`config.mk`:
```
export PLATFORM = sky130hd
export DESIGN_NAME = inst_decode_pipe_flat
export DESIGN_NICKNAME = d
export VERILOG_FILES = /design/src/rtl/inst_decode_pipe_if.sv /design/src/rtl/inst_decode_pipe.sv /design/src/flat_wrapper.sv
export SDC_FILE = /design/constraint.sdc
export NUM_CORES = 1
export LEC_CHECK = 0
export ABC_AREA = 1
export BUFFER_PORTS_ARGS = -buffer_cell sky130_fd_sc_hd__buf_2
export CAP_MARGIN = 20
export CORE_UTILIZATION = 55
export CTS_CLUSTER_SIZE = 16
export DETAILED_ROUTE_END_ITERATION = 12
export PLACE_DENSITY = 0.81
export RECOVER_POWER = 100
export SYNTH_ARGS = -nofsm -noshare
export SYNTH_HDL_FRONTEND = slang
export SYNTH_SLANG_ARGS = --single-unit
```
`constraint.sdc`:
```
create_clock -name iClk -period 1.9 [get_ports iClk]
set_input_delay 0.19 -clock iClk [delete_from_list [all_inputs] [get_ports iClk]]
set_output_delay 0.19 -clock iClk [all_outputs]
set_load 0.05 [all_outputs]
```
`src/rtl/inst_decode_pipe_if.sv`:
```
// Fetch-to-execute channel of the instruction decode pipe: instruction input
// handshake, flush, and the decoded-entry output handshake.
interface inst_decode_pipe_if #(
    parameter int pXlen    = 32,
    parameter int pRegSelW = 5
);
    logic                iValid;
    logic                oReady;
    logic [31:0]         iInst;
    logic [pXlen-1:0]    iCurPc;
    logic                iFlushPipe;
    logic                oValid;
    logic                iReady;
    logic [6:0]          oOpcode;
    logic [pRegSelW-1:0] oRdAddr;
    logic [pRegSelW-1:0] oRs1Addr;
    logic [pRegSelW-1:0] oRs2Addr;
    logic [2:0]          oFunct3;
    logic [6:0]          oFunct7;
    logic [pXlen-1:0]    oImm;
    logic [pXlen-1:0]    oPc;
    logic [3:0]          oAluOp;
    logic                oLoad;
    logic                oStore;
    logic                oBranch;
    logic                oJump;
    logic                oRegWr;
    logic                oUseImm;
    logic                oUsePc;
    logic                oIllegal;

    // The decoder is the slave; fetch/execute together form the master view.
    modport slave (
        input  iValid, iInst, iCurPc, iFlushPipe, iReady,
        output oReady, oValid, oOpcode, oRdAddr, oRs1Addr, oRs2Addr, oFunct3,
               oFunct7, oImm, oPc, oAluOp, oLoad, oStore, oBranch, oJump,
               oRegWr, oUseImm, oUsePc, oIllegal
    );

    modport master (
        output iValid, iInst, iCurPc, iFlushPipe, iReady,
        input  oReady, oValid, oOpcode, oRdAddr, oRs1Addr, oRs2Addr, oFunct3,
               oFunct7, oImm, oPc, oAluOp, oLoad, oStore, oBranch, oJump,
               oRegWr, oUseImm, oUsePc, oIllegal
    );
endinterface

```
`src/rtl/inst_decode_pipe.sv`:
```
// RV32I decoder with valid/ready on both sides, 1 or 2 register stages,
// illegal-instruction detection and flush.
module inst_decode_pipe #(
    parameter int pXlen    = 32,
    parameter int pStages  = 2,
    parameter int pRegSelW = 5
) (
    input logic               iClk,
    input logic               iRst,
    inst_decode_pipe_if.slave bus
);

    typedef struct packed {
        logic [6:0]          opcode;
        logic [pRegSelW-1:0] rd;
        logic [pRegSelW-1:0] rs1;
        logic [pRegSelW-1:0] rs2;
        logic [2:0]          funct3;
        logic [6:0]          funct7;
        logic [pXlen-1:0]    imm;
        logic [pXlen-1:0]    pc;
        logic [3:0]          aluOp;
        logic                load;
        logic                store;
        logic                branch;
        logic                jump;
        logic                regWr;
        logic                useImm;
        logic                usePc;
        logic                illegal;
    } decodeT;

    function automatic decodeT decode(input logic [31:0] inst, input logic [pXlen-1:0] pc);
        decodeT             d;
        logic signed [31:0] imm32;
        logic [2:0]         f3;
        logic [6:0]         f7;
        logic               ill;
        f3       = inst[14:12];
        f7       = inst[31:25];
        imm32    = '0;
        ill      = 1'b0;
        d        = '0;
        d.opcode = inst[6:0];
        d.rd     = pRegSelW'(inst[11:7]);
        d.rs1    = pRegSelW'(inst[19:15]);
        d.rs2    = pRegSelW'(inst[24:20]);
        d.funct3 = f3;
        d.funct7 = f7;
        d.pc     = pc;
        case (inst[6:0])
            7'b0000011: begin
                imm32 = {{20{inst[31]}}, inst[31:20]};
                {d.load, d.regWr, d.useImm} = 3'b111;
                ill = (f3 == 3'b011) || (f3 == 3'b110) || (f3 == 3'b111);
            end
            7'b0100011: begin
                imm32 = {{20{inst[31]}}, inst[31:25], inst[11:7]};
                {d.store, d.useImm} = 2'b11;
                ill = (f3 > 3'b010);
            end
            7'b0110011: begin
                d.aluOp = {inst[30], f3};
                d.regWr = 1'b1;
                ill = !((f7 == 7'b0000000) ||
                        (f7 == 7'b0100000 && (f3 == 3'b000 || f3 == 3'b101)));
            end
            7'b0010011: begin
                imm32   = {{20{inst[31]}}, inst[31:20]};
                // Only SRAI/SRLI use inst[30] as an opcode bit; for ADDI etc. it is immediate.
                d.aluOp = {(f3 == 3'b101) ? inst[30] : 1'b0, f3};
                {d.regWr, d.useImm} = 2'b11;
                ill = ((f3 == 3'b001) && (f7 != 7'b0000000)) ||
                      ((f3 == 3'b101) && (f7 != 7'b0000000) && (f7 != 7'b0100000));
            end
            7'b0110111: begin
                imm32   = {inst[31:12], 12'b0};
                d.aluOp = 4'b1111;
                {d.regWr, d.useImm} = 2'b11;
            end
            7'b0010111: begin
                imm32 = {inst[31:12], 12'b0};
                {d.regWr, d.useImm, d.usePc} = 3'b111;
            end
            7'b1101111: begin
                imm32 = {{11{inst[31]}}, inst[31], inst[19:12], inst[20], inst[30:21], 1'b0};
                {d.jump, d.regWr, d.usePc} = 3'b111;
            end
            7'b1100111: begin
                imm32 = {{20{inst[31]}}, inst[31:20]};
                {d.jump, d.regWr, d.usePc} = 3'b111;
                ill = (f3 != 3'b000);
            end
            7'b1100011: begin
                imm32   = {{19{inst[31]}}, inst[31], inst[7], inst[30:25], inst[11:8], 1'b0};
                d.aluOp = {1'b0, f3};
                {d.branch, d.usePc, d.useImm} = 3'b111;
                ill = (f3 == 3'b010) || (f3 == 3'b011);
            end
            7'b0001111, 7'b1110011: ;
            default: ill = 1'b1;
        endcase
        d.imm = pXlen'(imm32);
        if (ill) begin
            {d.load, d.store, d.branch, d.jump, d.regWr, d.useImm, d.usePc} = '0;
            d.imm   = '0;
            d.aluOp = '0;
        end
        d.illegal = ill;
        return d;
    endfunction

    logic             readyEn;
    logic             lastAdv;
    logic             lastInValid;
    logic [31:0]      lastInInst;
    logic [pXlen-1:0] lastInPc;
    logic             outValid;
    decodeT           outReg;

    assign lastAdv = !outValid || bus.iReady;

    // Input is refused until the first clock edge after reset release.
    always_ff @(posedge iClk or negedge iRst) begin
        if (!iRst) readyEn <= 1'b0;
        else       readyEn <= 1'b1;
    end

    generate
        if (pStages == 2) begin : gTwoStage
            logic             s1Valid;
            logic [31:0]      s1Inst;
            logic [pXlen-1:0] s1Pc;
            logic             s1Adv;

            assign s1Adv      = !s1Valid || lastAdv;
            assign bus.oReady = readyEn && s1Adv;

            // NOTE: sequential state uses non-blocking assignments so every flop samples pre-edge values.
            always_ff @(posedge iClk or negedge iRst) begin
                if (!iRst) begin
                    s1Valid <= 1'b0;
                    s1Inst  <= '0;
                    s1Pc    <= '0;
                end else begin
                    if (bus.iFlushPipe) s1Valid <= 1'b0;
                    else if (s1Adv)     s1Valid <= bus.iValid && readyEn;
                    if (bus.iValid && bus.oReady && !bus.iFlushPipe) begin
                        s1Inst <= bus.iInst;
                        s1Pc   <= bus.iCurPc;
                    end
                end
            end

            assign lastInValid = s1Valid;
            assign lastInInst  = s1Inst;
            assign lastInPc    = s1Pc;
        end else begin : gOneStage
            assign bus.oReady  = readyEn && lastAdv;
            assign lastInValid = bus.iValid && readyEn;
            assign lastInInst  = bus.iInst;
            assign lastInPc    = bus.iCurPc;
        end
    endgenerate

    always_ff @(posedge iClk or negedge iRst) begin
        if (!iRst) begin
            outValid <= 1'b0;
            outReg   <= '0;
        end else begin
            if (bus.iFlushPipe) outValid <= 1'b0;
            else if (lastAdv)   outValid <= lastInValid;
            if (lastInValid && lastAdv && !bus.iFlushPipe)
                outReg <= decode(lastInInst, lastInPc);
        end
    end

    assign bus.oValid   = outValid;
    assign bus.oOpcode  = outReg.opcode;
    assign bus.oRdAddr  = outReg.rd;
    assign bus.oRs1Addr = outReg.rs1;
    assign bus.oRs2Addr = outReg.rs2;
    assign bus.oFunct3  = outReg.funct3;
    assign bus.oFunct7  = outReg.funct7;
    assign bus.oImm     = outReg.imm;
    assign bus.oPc      = outReg.pc;
    assign bus.oAluOp   = outReg.aluOp;
    // NOTE: data registers may hold stale values after a flush, so flags are gated by oValid.
    assign bus.oLoad    = outValid && outReg.load;
    assign bus.oStore   = outValid && outReg.store;
    assign bus.oBranch  = outValid && outReg.branch;
    assign bus.oJump    = outValid && outReg.jump;
    assign bus.oRegWr   = outValid && outReg.regWr;
    assign bus.oUseImm  = outValid && outReg.useImm;
    assign bus.oUsePc   = outValid && outReg.usePc;
    assign bus.oIllegal = outValid && outReg.illegal;

endmodule
```
`src/flat_wrapper.sv`:
```
// flat-port wrapper written by rule: the top's interface ports become plain ports
module inst_decode_pipe_flat 
#(
    parameter int pXlen    = 32,
    parameter int pStages  = 2,
    parameter int pRegSelW = 5
)
  (iClk, iRst, bus_iValid, bus_iInst, bus_iCurPc, bus_iFlushPipe, bus_iReady, bus_oReady, bus_oValid, bus_oOpcode, bus_oRdAddr, bus_oRs1Addr, bus_oRs2Addr, bus_oFunct3, bus_oFunct7, bus_oImm, bus_oPc, bus_oAluOp, bus_oLoad, bus_oStore, bus_oBranch, bus_oJump, bus_oRegWr, bus_oUseImm, bus_oUsePc, bus_oIllegal);
  inst_decode_pipe_if #(.pXlen(pXlen), .pRegSelW(pRegSelW)) bus_i ();
  input logic iClk;
  input logic iRst;
  input wire logic [$bits(bus_i.iValid)-1:0] bus_iValid;
  input wire logic [$bits(bus_i.iInst)-1:0] bus_iInst;
  input wire logic [$bits(bus_i.iCurPc)-1:0] bus_iCurPc;
  input wire logic [$bits(bus_i.iFlushPipe)-1:0] bus_iFlushPipe;
  input wire logic [$bits(bus_i.iReady)-1:0] bus_iReady;
  output wire logic [$bits(bus_i.oReady)-1:0] bus_oReady;
  output wire logic [$bits(bus_i.oValid)-1:0] bus_oValid;
  output wire logic [$bits(bus_i.oOpcode)-1:0] bus_oOpcode;
  output wire logic [$bits(bus_i.oRdAddr)-1:0] bus_oRdAddr;
  output wire logic [$bits(bus_i.oRs1Addr)-1:0] bus_oRs1Addr;
  output wire logic [$bits(bus_i.oRs2Addr)-1:0] bus_oRs2Addr;
  output wire logic [$bits(bus_i.oFunct3)-1:0] bus_oFunct3;
  output wire logic [$bits(bus_i.oFunct7)-1:0] bus_oFunct7;
  output wire logic [$bits(bus_i.oImm)-1:0] bus_oImm;
  output wire logic [$bits(bus_i.oPc)-1:0] bus_oPc;
  output wire logic [$bits(bus_i.oAluOp)-1:0] bus_oAluOp;
  output wire logic [$bits(bus_i.oLoad)-1:0] bus_oLoad;
  output wire logic [$bits(bus_i.oStore)-1:0] bus_oStore;
  output wire logic [$bits(bus_i.oBranch)-1:0] bus_oBranch;
  output wire logic [$bits(bus_i.oJump)-1:0] bus_oJump;
  output wire logic [$bits(bus_i.oRegWr)-1:0] bus_oRegWr;
  output wire logic [$bits(bus_i.oUseImm)-1:0] bus_oUseImm;
  output wire logic [$bits(bus_i.oUsePc)-1:0] bus_oUsePc;
  output wire logic [$bits(bus_i.oIllegal)-1:0] bus_oIllegal;
  assign bus_i.iValid = bus_iValid;
  assign bus_i.iInst = bus_iInst;
  assign bus_i.iCurPc = bus_iCurPc;
  assign bus_i.iFlushPipe = bus_iFlushPipe;
  assign bus_i.iReady = bus_iReady;
  assign bus_oReady = bus_i.oReady;
  assign bus_oValid = bus_i.oValid;
  assign bus_oOpcode = bus_i.oOpcode;
  assign bus_oRdAddr = bus_i.oRdAddr;
  assign bus_oRs1Addr = bus_i.oRs1Addr;
  assign bus_oRs2Addr = bus_i.oRs2Addr;
  assign bus_oFunct3 = bus_i.oFunct3;
  assign bus_oFunct7 = bus_i.oFunct7;
  assign bus_oImm = bus_i.oImm;
  assign bus_oPc = bus_i.oPc;
  assign bus_oAluOp = bus_i.oAluOp;
  assign bus_oLoad = bus_i.oLoad;
  assign bus_oStore = bus_i.oStore;
  assign bus_oBranch = bus_i.oBranch;
  assign bus_oJump = bus_i.oJump;
  assign bus_oRegWr = bus_i.oRegWr;
  assign bus_oUseImm = bus_i.oUseImm;
  assign bus_oUsePc = bus_i.oUsePc;
  assign bus_oIllegal = bus_i.oIllegal;
  inst_decode_pipe #(.pXlen(pXlen), .pStages(pStages), .pRegSelW(pRegSelW)) u_core (.iClk(iClk), .iRst(iRst), .bus(bus_i));
endmodule
```
==> results of run 1 <==
-- kinds of logic after synthesis --
group                  Yosys count
and+or+nand+nor                444
AOI/OAI and AO/OA              101
DFF                            175
other                            1
muxes                           33
buffers and inverters          195
-- synth_stat cells, types with 5 or more instances --
library cell,count
mux2_2,33
nand3_1,23
a21oi_1,37
nand2_2,9
nor2_1,94
inv_2,13
dfrtp_1,175
o21ai_0,62
nor2_2,5
nor3_1,5
buf_2,20
nand2_1,295
clkbuf_1,8
inv_1,42
buf_4,103
-- what timing repair did --
action	4_1_cts	5_1_grt
hold endpoints to repair	213	0
setup buffers	0	1
setup endpoints to repair	0	22
resized for setup	0	7
hold buffers	38	0
-- per-stage QoR --
step / hold slack (ns) / TNS (ns) / setup WS [ns]
after floorplan: -0.106 / -3.27 / -0.102
after global placement: 0.0378 / 0 / 0.185
after detailed placement: 0.0336 / 0 / 0.133
after CTS: 0.000210 / 0 / 0.120
after global routing: 0.00781 / -0.0137 / -0.00436
final: 0.0114 / 0 / 0.113
-- path summary, 6_finish.rpt --
kind	slack, ns	depth (start not counted)	from	end
max in group asynchronous	0.35	3	iRst	u_core.bus.oImm[8]
min in group asynchronous	0.46	2	iRst	u_core.bus.oRs1Addr[2]
worst max register to register	0.11	8	u_core.bus.oValid	u_core.gTwoStage.s1Pc[5]
worst max-delay path	0.11	8	u_core.bus.oValid	u_core.gTwoStage.s1Pc[5]
worst min register to register	0.47	2	u_core.gTwoStage.s1Pc[9]	u_core.bus.oPc[9]
worst min-delay path	0.01	3	bus_iInst[11]	u_core.gTwoStage.s1Inst[11]
-- state kept, by name (all words and copies together), names as in the netlist, 7 cells and up --
name / count
u_core.gTwoStage.s1Pc: 32
u_core.outReg: 8
u_core.bus.oImm: 32
u_core.bus.oOpcode: 7
u_core.bus.oFunct7: 7
u_core.gTwoStage.s1Inst: 32
u_core.bus.oPc: 32
-- power groups by stage --
stage / Sequential [W] / Combinational (W) / Clock (W)
6_report: 0.00474 / 0.00284 / 0.00331
5_1_grt: 0.00480 / 0.00304 / 0.00355
4_1_cts: 0.00472 / 0.00294 / 0.00337
3_5_place_dp: 0.00477 / 0.00288 / 0
3_3_place_gp: 0.00475 / 0.00282 / 0
2_1_floorplan: 0.00467 / 0.00267 / 0
-- final cells by class --
type                       count  area, µm²
sequential                   175       4380
timing repair buffer         235       1370
tap                          184        230
multi-input combinational    580       2800
fill                        1225       5040
inverter                      56        214
clock buffer                  20        457
clock inverter                12        103
-- critical path, cell delays in order, from the launching register on --
cell,delay [ns]
dfrtp_2,0.37
inv_2,0.03
nor2_2,0.08
nand2_1,0.08
nand2_1,0.12
clkinvlp_4,0.12
nand3b_4,0.21
clkbuf_4,0.28
mux2_2,0.37
-- metal layers --
layer	track usage, %	up-vias	share of wire [%]
met1	33.3	3052	42
li1	-	3102	-
met3	7.43	32	7.3
met5	0	-	0
met2	43.1	248	49
met4	8.29	0	1.8
==> results.py, run 1 <==
metrics = {
    "sta": {
        "relSlewSlack_pct": 31.1,
        "drv_slew": 0,
        "tightest_slew_ns": 1.03,
        "min_period_ns": 1.79,
        "setup_violations": 0,
        "period_share_pct": 94.0,
        "fmax_mhz": 560,
        "finalHoldViolations": 0,
        "rsz0062_at_grt": "yes",
        "clock_skew_ns": 0.00815,
    },
    "logic_synthesis": {
        "synth_compound_area_share_pct": 6.15,
        "synth_edf_count": 0,
        "async_reset_ff_share_pct": 100,
        "seq_area_frac_synth_pct": 52.9,
        "synth_seq_cells": 175,
        "synth_mux_area_share_pct": 4.49,
        "synthDistinctLibCells": 28,
        "yosys-top-cells-area": "dfrtp_1, nand2_1, buf_4",
        "synthesis.instances": 949,
        "synth_top_family_by_area": "simple AND/OR/NAND/NOR gates",
        "synth-simple-area-share_pct": 22.2,
        "syn_area_per_cell_um2": 8.72,
        "syn-num-nets": 1018,
        "yosys.area_share.adder_pct": 0,
        "yosys_warnings": 0,
        "synth_xor_area_share_pct": 0,
        "netlist_area_um2": 8280,
        "synth_top_area_cell": "dfrtp_1",
        "synth_top_area_share_pct": 52.9,
        "ys.flop_type": "dfrtp_1",
    },
    "pwr": {
        "p_leak_nw": 4.88,
        "swShare_pct": 37.7,
        "power_frac_clock_pct": 30.4,
        "power_frac_comb_pct": 26.1,
        "p_switching_w": 0.00411,
        "vdd_drop_max_mv": 0.877,
        "totalPowerFinal_w": 0.0109,
        "power.density_nw_per_um2": 1140,
        "p_seq_share_pct": 43.5,
        "internal-power_w": 0.00678,
    },
    "die": {
        "coreArea_um2": 14600,
        "die_area_um2": 15500,
        "die_w_um": 125,
        "die_h_um": 125,
        "rows": 44,
        "ioPinCount": 179,
        "initial_core_util_pct": 56.7,
    },
    "placed_design": {
        "hpwl_um": 12900,
        "place_area_um2": 8710,
        "gp_congestion": 0.886,
        "placement.io_buffers": 178,
        "dpl.cell_count": 1190,
    },
    "worst_setup_path": {
        "setup.worst_path.start_class": "flip-flop",
        "worstPathRequired_ns": 2.21,
        "path_class": "flip-flop to flip-flop",
        "end_kind": "flip-flop",
        "cp_max_fo": 11,
        "critPathArrivalTime_ns": 2.09,
    },
    "drt": {
        "wire_per_inst_um": 15.6,
        "vias": 6434,
        "drt_iter0_markers": 487,
        "postRouteAntennaNets": 0,
        "avgViaCountPerCell": 5.10,
        "drt_wl_total_um": 19700,
        "drc_errors": 0,
        "drtPass1Iterations": 5,
    },
    "cts": {
        "cts_tree": "yes",
        "h-tree-depth": 4,
        "clk-insertion-delay-late_ns": 0.43,
        "path_clk_slew_ns": 0.07,
        "numCtsBuffers": 17,
        "cts_root_buffer": "clkbuf_16",
        "clock-sinks": 175,
        "clock_path_buffers": 2,
    },
    "global_routing": {
        "grt_overflow_total": 0,
        "grtUsageTotal_pct": 26.2,
        "grt_pass1_wl_um": 32000,
        "grt_pass1_vias": 6386,
        "grt_max_degree": 139,
        "antenna_found_initial": 0,
    },
    "cells_and_area": {
        "fin_cells": 1262,
        "final_common_cell": "nand2_1",
        "fin_nets": 1134,
        "most-common-layout-cells": "nand2_1, dfrtp_1, clkbuf_1",
        "drive_gt1_share_pct": 18.9,
        "antenna_cells": 0,
        "fin_util_pct": 65.5,
        "design_area_um2": 9550,
        "area_growth_pct": 15.4,
    },
    "run_status": {
        "status": "finished clean",
    },
    "hold_path": {
        "hp-class": "input port to flip-flop",
    },
    "job": {
        "maxCapViolCount": 0,
    },
}
Note: power is estimated with default switching activity, not from simulation.
==> inputs of run 2 (changes only) <==
--- a/config.mk
+++ b/config.mk
@@ -11,7 +11,7 @@
 export CORE_UTILIZATION = 55
 export CTS_CLUSTER_SIZE = 16
 export DETAILED_ROUTE_END_ITERATION = 12
-export PLACE_DENSITY = 0.81
+export PLACE_DENSITY_LB_ADDON = 0.3
 export RECOVER_POWER = 100
 export SYNTH_ARGS = -nofsm -noshare
 export SYNTH_HDL_FRONTEND = slang
==> run 2 against run 1 <==
- clock skew hardly changed
- combinational power is 1% lower
- design area is 1.5% lower
- worst hold slack worse by 0.0066 ns
- critical path depth is 3 higher
- non-clock buffer count is 7 lower
- power is 1.5% lower
- wire length is 4.6% lower
- clock power is 3% lower
- cell count is 0.71% lower
- first-iteration DRC count is 17% lower
- utilization is 1.0 points lower
- largest power group unchanged
==> results.py, run 2 (same netlist as run 1, synthesis figures left out) <==
metrics = {
    "run_status": {
        "status": "finished clean",
    },
    "cts": {
        "cts_tree": "yes",
        "clock-sinks": 175,
        "clock_path_buffers": 2,
        "cts_root_buffer": "clkbuf_16",
        "clk-insertion-delay-late_ns": 0.42,
        "numCtsBuffers": 17,
        "post_cts_buffers": 0,
        "h-tree-depth": 4,
        "path_clk_slew_ns": 0.06,
    },
    "sta": {
        "finalHoldViolations": 0,
        "min_period_ns": 1.83,
        "period_share_pct": 96.5,
        "drv_slew": 0,
        "clock_skew_ns": 0.00790,
        "finalHoldWorstSlack_ns": 0.00472,
        "rsz0062_at_grt": "yes",
        "setup_slack_ns": 0.0670,
        "relSlewSlack_pct": 16.1,
        "setup_violations": 0,
        "fmax_mhz": 546,
        "tightest_slew_ns": 1.26,
    },
    "hold_path": {
        "min_from": "bus_iInst[26]",
        "hp-class": "input port to flip-flop",
        "hold_path_end": "u_core.gTwoStage.s1Inst[26]",
        "hold_depth": 2,
    },
    "worst_setup_path": {
        "cp_max_fo": 6,
        "r2r_slack_ns": 0.07,
        "path_class": "flip-flop to flip-flop",
        "reg2reg_from": "u_core.gTwoStage.s1Inst[0]",
        "end_kind": "flip-flop",
        "setup.worst_path.start_class": "flip-flop",
        "critPathArrivalTime_ns": 2.20,
        "worstPathRequired_ns": 2.26,
        "r2r_cells": 11,
        "r2r-end": "u_core.bus.oImm[18]",
    },
    "global_routing": {
        "grt_max_degree": 113,
        "grtUsageTotal_pct": 25.4,
        "grt_pass1_wl_um": 31100,
        "antenna_found_initial": 0,
        "grt_pass1_vias": 6217,
        "grt_overflow_total": 0,
    },
    "pwr": {
        "p_leak_nw": 4.78,
        "vdd_drop_max_mv": 0.702,
        "power.density_nw_per_um2": 1140,
    },
    "placed_design": {
        "gp_congestion": 0.895,
        "hpwl_um": 12400,
        "dpl.cell_count": 1191,
        "preCtsSetupSlack_ns": 0.0374,
        "placement.io_buffers": 178,
    },
    "cells_and_area": {
        "fin_util_pct": 64.5,
        "most-common-layout-cells": "nand2_1, dfrtp_1, clkbuf_1",
        "fin_nets": 1129,
        "fin_cells": 1253,
        "antenna_cells": 0,
        "drive_gt1_share_pct": 18.0,
        "final_common_cell": "nand2_1",
        "area_growth_pct": 13.6,
    },
    "drt": {
        "vias": 6304,
        "drc_errors": 0,
        "wire_per_inst_um": 15.0,
        "drt_wl_total_um": 18800,
        "drt_iter0_markers": 405,
        "postRouteAntennaNets": 0,
        "drtPass1Iterations": 5,
        "avgViaCountPerCell": 5.03,
    },
    "die": {
        "die_h_um": 125,
        "initial_core_util_pct": 56.7,
        "die_area_um2": 15500,
        "die_w_um": 125,
        "coreArea_um2": 14600,
        "rows": 44,
        "ioPinCount": 179,
    },
    "job": {
        "maxCapViolCount": 0,
    },
}
run 2: worst max path at each step:
stage / start / to / slack [ns] / depth (start not counted)
2_1_floorplan: u_core.bus.oValid / u_core.gTwoStage.s1Inst[25] / -0.10 / 9
5_1_grt: u_core.gTwoStage.s1Inst[0] / u_core.bus.oImm[3] / -0.04 / 11
4_1_cts: u_core.gTwoStage.s1Inst[5] / u_core.bus.oImm[1] / 0.0005 / 10
6_report: u_core.gTwoStage.s1Inst[0] / u_core.bus.oImm[18] / 0.07 / 11
3_3_place_gp: u_core.gTwoStage.s1Inst[5] / u_core.bus.oImm[19] / 0.08 / 10
3_5_place_dp: u_core.gTwoStage.s1Inst[5] / u_core.bus.oImm[18] / 0.04 / 10
run 2: report_power, final:
part | switching (W) | internal, W | total [W]
Sequential | 0.000393 | 0.00434 | 0.00473
Combinational | 0.00216 | 0.000638 | 0.00280
Clock | 0.00133 | 0.00187 | 0.00320
run 2: stage by stage:
step	TNS, ns	total power, W	area, µm²
global placement	0	0.00758	8700
CTS	0	0.0109	9550
finish	0	0.0107	9410
detailed placement	0	0.00764	8700
floorplan	-3.27	0.00734	8370
global route	-0.948	0.0112	9410
run 2: worst max-delay path: stages (launching register included):
cell and delay (ns):
dfrtp_1 0.42, nand2_4 0.14, inv_2 0.05, nand2_2 0.16
nor2_4 0.08, nand2_1 0.06, nand3_1 0.08, nor2_2 0.17
nand2_2 0.21, nor2_4 0.26, nand2_1 0.09, nand2_1 0.06
run 2: cell type report:
type | count | area (µm²)
well taps | 184 | 230
fillers | 1296 | 5180
repair buffers | 228 | 1250
flip-flops and latches | 175 | 4380
inverters | 56 | 214
multi-input cells | 582 | 2800
clock buffers | 21 | 470
clock inverters | 7 | 65.1
run 2: per-layer routing:
metal / global-route usage [%] / routed length (µm)
met1: 33.4 / 8190
met2: 40.3 / 9150
met3: 7.17 / 1100
met4: 8.58 / 338
met5: 0 / 0
run 2: what timing repair did:
action                                  4_1_cts  5_1_grt
hold buffers                                 31        0
resized for setup                             0        8
endpoints found under the hold margin        73        0
endpoints found under the setup margin        0       27
==> inputs of run 3 (changes only) <==
--- a/config.mk
+++ b/config.mk
@@ -12,7 +12,7 @@
 export CTS_CLUSTER_SIZE = 16
 export DETAILED_ROUTE_END_ITERATION = 12
 export PLACE_DENSITY_LB_ADDON = 0.3
-export RECOVER_POWER = 100
+export RECOVER_POWER = 25
 export SYNTH_ARGS = -nofsm -noshare
 export SYNTH_HDL_FRONTEND = slang
 export SYNTH_SLANG_ARGS = --single-unit
==> run 3 against run 2 <==
- maximum frequency barely moved
- design area up 1.9%
- via count rose by 0.24%
- first-iteration DRC count is 1.5% lower
- die area unchanged
- worst hold slack gained 0.0063 ns
- sequential cell count did not move
- critical path type unchanged
- non-clock buffer count is the same
- register-to-register slack is essentially flat
- utilization is 1.2 points higher
==> results.py, run 3 (same netlist as run 1, synthesis figures left out) <==
metrics = {
    "global_routing": {
        "busiest_layer": "met2",
        "grt_max_degree": 113,
        "grtUsageTotal_pct": 25.4,
        "met1_usage_pct": 33.4,
        "grt_use_met2_pct": 40.3,
        "antenna_found_initial": 0,
        "grt_overflow_total": 0,
        "met3_usage_pct": 7.17,
        "grt_pass1_vias": 6217,
        "grt_pass1_wl_um": 31100,
    },
    "sta": {
        "clock_skew_ns": 0.00780,
        "rsz0062_at_grt": "yes",
        "setup_violations": 0,
        "min_period_ns": 1.83,
        "relSlewSlack_pct": 15.7,
        "finalHoldViolations": 0,
        "drv_slew": 0,
        "tightest_slew_ns": 1.26,
        "fmax_mhz": 546,
        "finalHoldWorstSlack_ns": 0.0110,
        "period_share_pct": 96.4,
        "fin_tns_setup_ns": 0,
    },
    "job": {
        "maxCapViolCount": 0,
    },
    "die": {
        "coreArea_um2": 14600,
        "rows": 44,
        "ioPinCount": 179,
        "die_w_um": 125,
        "die_area_um2": 15500,
        "initial_core_util_pct": 56.7,
        "die_h_um": 125,
    },
    "cts": {
        "clock_path_buffers": 2,
        "numCtsBuffers": 17,
        "clk-insertion-delay-late_ns": 0.42,
        "cts_root_buffer": "clkbuf_16",
        "h-tree-depth": 4,
        "post_cts_buffers": 0,
        "path_clk_slew_ns": 0.06,
        "clock-sinks": 175,
        "cts_tree": "yes",
    },
    "drt": {
        "postRouteAntennaNets": 0,
        "drt_wl_total_um": 18800,
        "wire_per_inst_um": 15.0,
        "vias": 6319,
        "avgViaCountPerCell": 5.04,
        "drtPass1Iterations": 5,
        "drc_errors": 0,
        "drt_iter0_markers": 399,
    },
    "pwr": {
        "p_leak_nw": 5.21,
        "totalPowerFinal_w": 0.0108,
        "vdd_drop_max_mv": 0.684,
        "power.density_nw_per_um2": 1130,
    },
    "worst_setup_path": {
        "r2r_cells": 11,
        "reg2reg_from": "u_core.gTwoStage.s1Inst[0]",
        "path_class": "flip-flop to flip-flop",
        "critPathArrivalTime_ns": 2.20,
        "r2r_slack_ns": 0.07,
        "r2r-end": "u_core.bus.oImm[18]",
        "cp_max_fo": 6,
        "end_kind": "flip-flop",
        "worstPathRequired_ns": 2.26,
        "setup.worst_path.start_class": "flip-flop",
    },
    "cells_and_area": {
        "area_growth_pct": 15.7,
        "fin_nets": 1129,
        "most-common-layout-cells": "nand2_1, buf_2, dfrtp_1",
        "final_common_cell": "nand2_1",
        "fin_util_pct": 65.7,
        "drive_gt1_share_pct": 28.5,
        "fin_cells": 1253,
        "antenna_cells": 0,
    },
    "placed_design": {
        "gp_congestion": 0.895,
        "placement.io_buffers": 178,
        "dpl.cell_count": 1191,
        "hpwl_um": 12400,
    },
    "hold_path": {
        "hold_depth": 3,
        "min_from": "bus_iInst[31]",
        "hold_path_end": "u_core.gTwoStage.s1Inst[31]",
        "hp-class": "input port to flip-flop",
    },
    "run_status": {
        "status": "finished clean",
    },
}
[run 3: report_power, final]
part	total, W	internal, W	leakage (nW)	switching, W
combinational	0.00293	0.000767	2.78	0.00216
clock	0.00320	0.00187	0.262	0.00133
sequential	0.00472	0.00434	2.17	0.000383
total	0.0108	0.00697	5.21	0.00387
[run 3: worst max path at each step]
stage / start / to / slack (ns) / cells past startpoint
after global placement: u_core.gTwoStage.s1Inst[5] / u_core.bus.oImm[19] / 0.08 / 10
after floorplan: u_core.bus.oValid / u_core.gTwoStage.s1Inst[25] / -0.10 / 9
final: u_core.gTwoStage.s1Inst[0] / u_core.bus.oImm[18] / 0.07 / 11
after CTS: u_core.gTwoStage.s1Inst[5] / u_core.bus.oImm[1] / 0.0005 / 10
after global routing: u_core.gTwoStage.s1Inst[0] / u_core.bus.oImm[3] / -0.04 / 11
after detailed placement: u_core.gTwoStage.s1Inst[5] / u_core.bus.oImm[18] / 0.04 / 10
[run 3: timing repair]
item | in CTS | in global routing
setup endpoints to repair | 0 | 27
gates resized for setup | 0 | 8
hold buffers | 31 | 0
hold endpoints to repair | 73 | 0
[run 3: worst max-delay path, stage by stage, from the launching register on]
cell and delay, ns:
dfrtp_1 0.41, nand2_4 0.14, inv_2 0.05, nand2_2 0.16
nor2_4 0.08, nand2_1 0.06, nand3_1 0.07, nor2_2 0.17
nand2_2 0.21, nor2_4 0.26, nand2_1 0.09, nand2_1 0.06
[run 3: metal layers]
| layer | vias up | share of wire, % |
|---|---|---|
| met4 | 0 | 2.0 |
| li1 | 3095 | - |
| met3 | 26 | 6.0 |
| met5 | - | 0 |
| met1 | 2997 | 43 |
| met2 | 201 | 49 |
[run 3: area by class of cell]
cell class / instances / area (µm²)
fill: 1234 / 5010
sequential: 175 / 4380
multi-input combinational: 582 / 2840
timing repair buffer: 228 / 1380
clock buffer: 21 / 470
tap: 184 / 230
inverter: 56 / 214
clock inverter: 7 / 65.1
[run 3: per-stage QoR]
step	setup WS [ns]	cell area [µm²]
after floorplan	-0.102	8370
after global placement	0.0832	8700
after detailed placement	0.0374	8700
after CTS	0.000533	9550
after global routing	-0.0402	9580
final	0.0675	9580
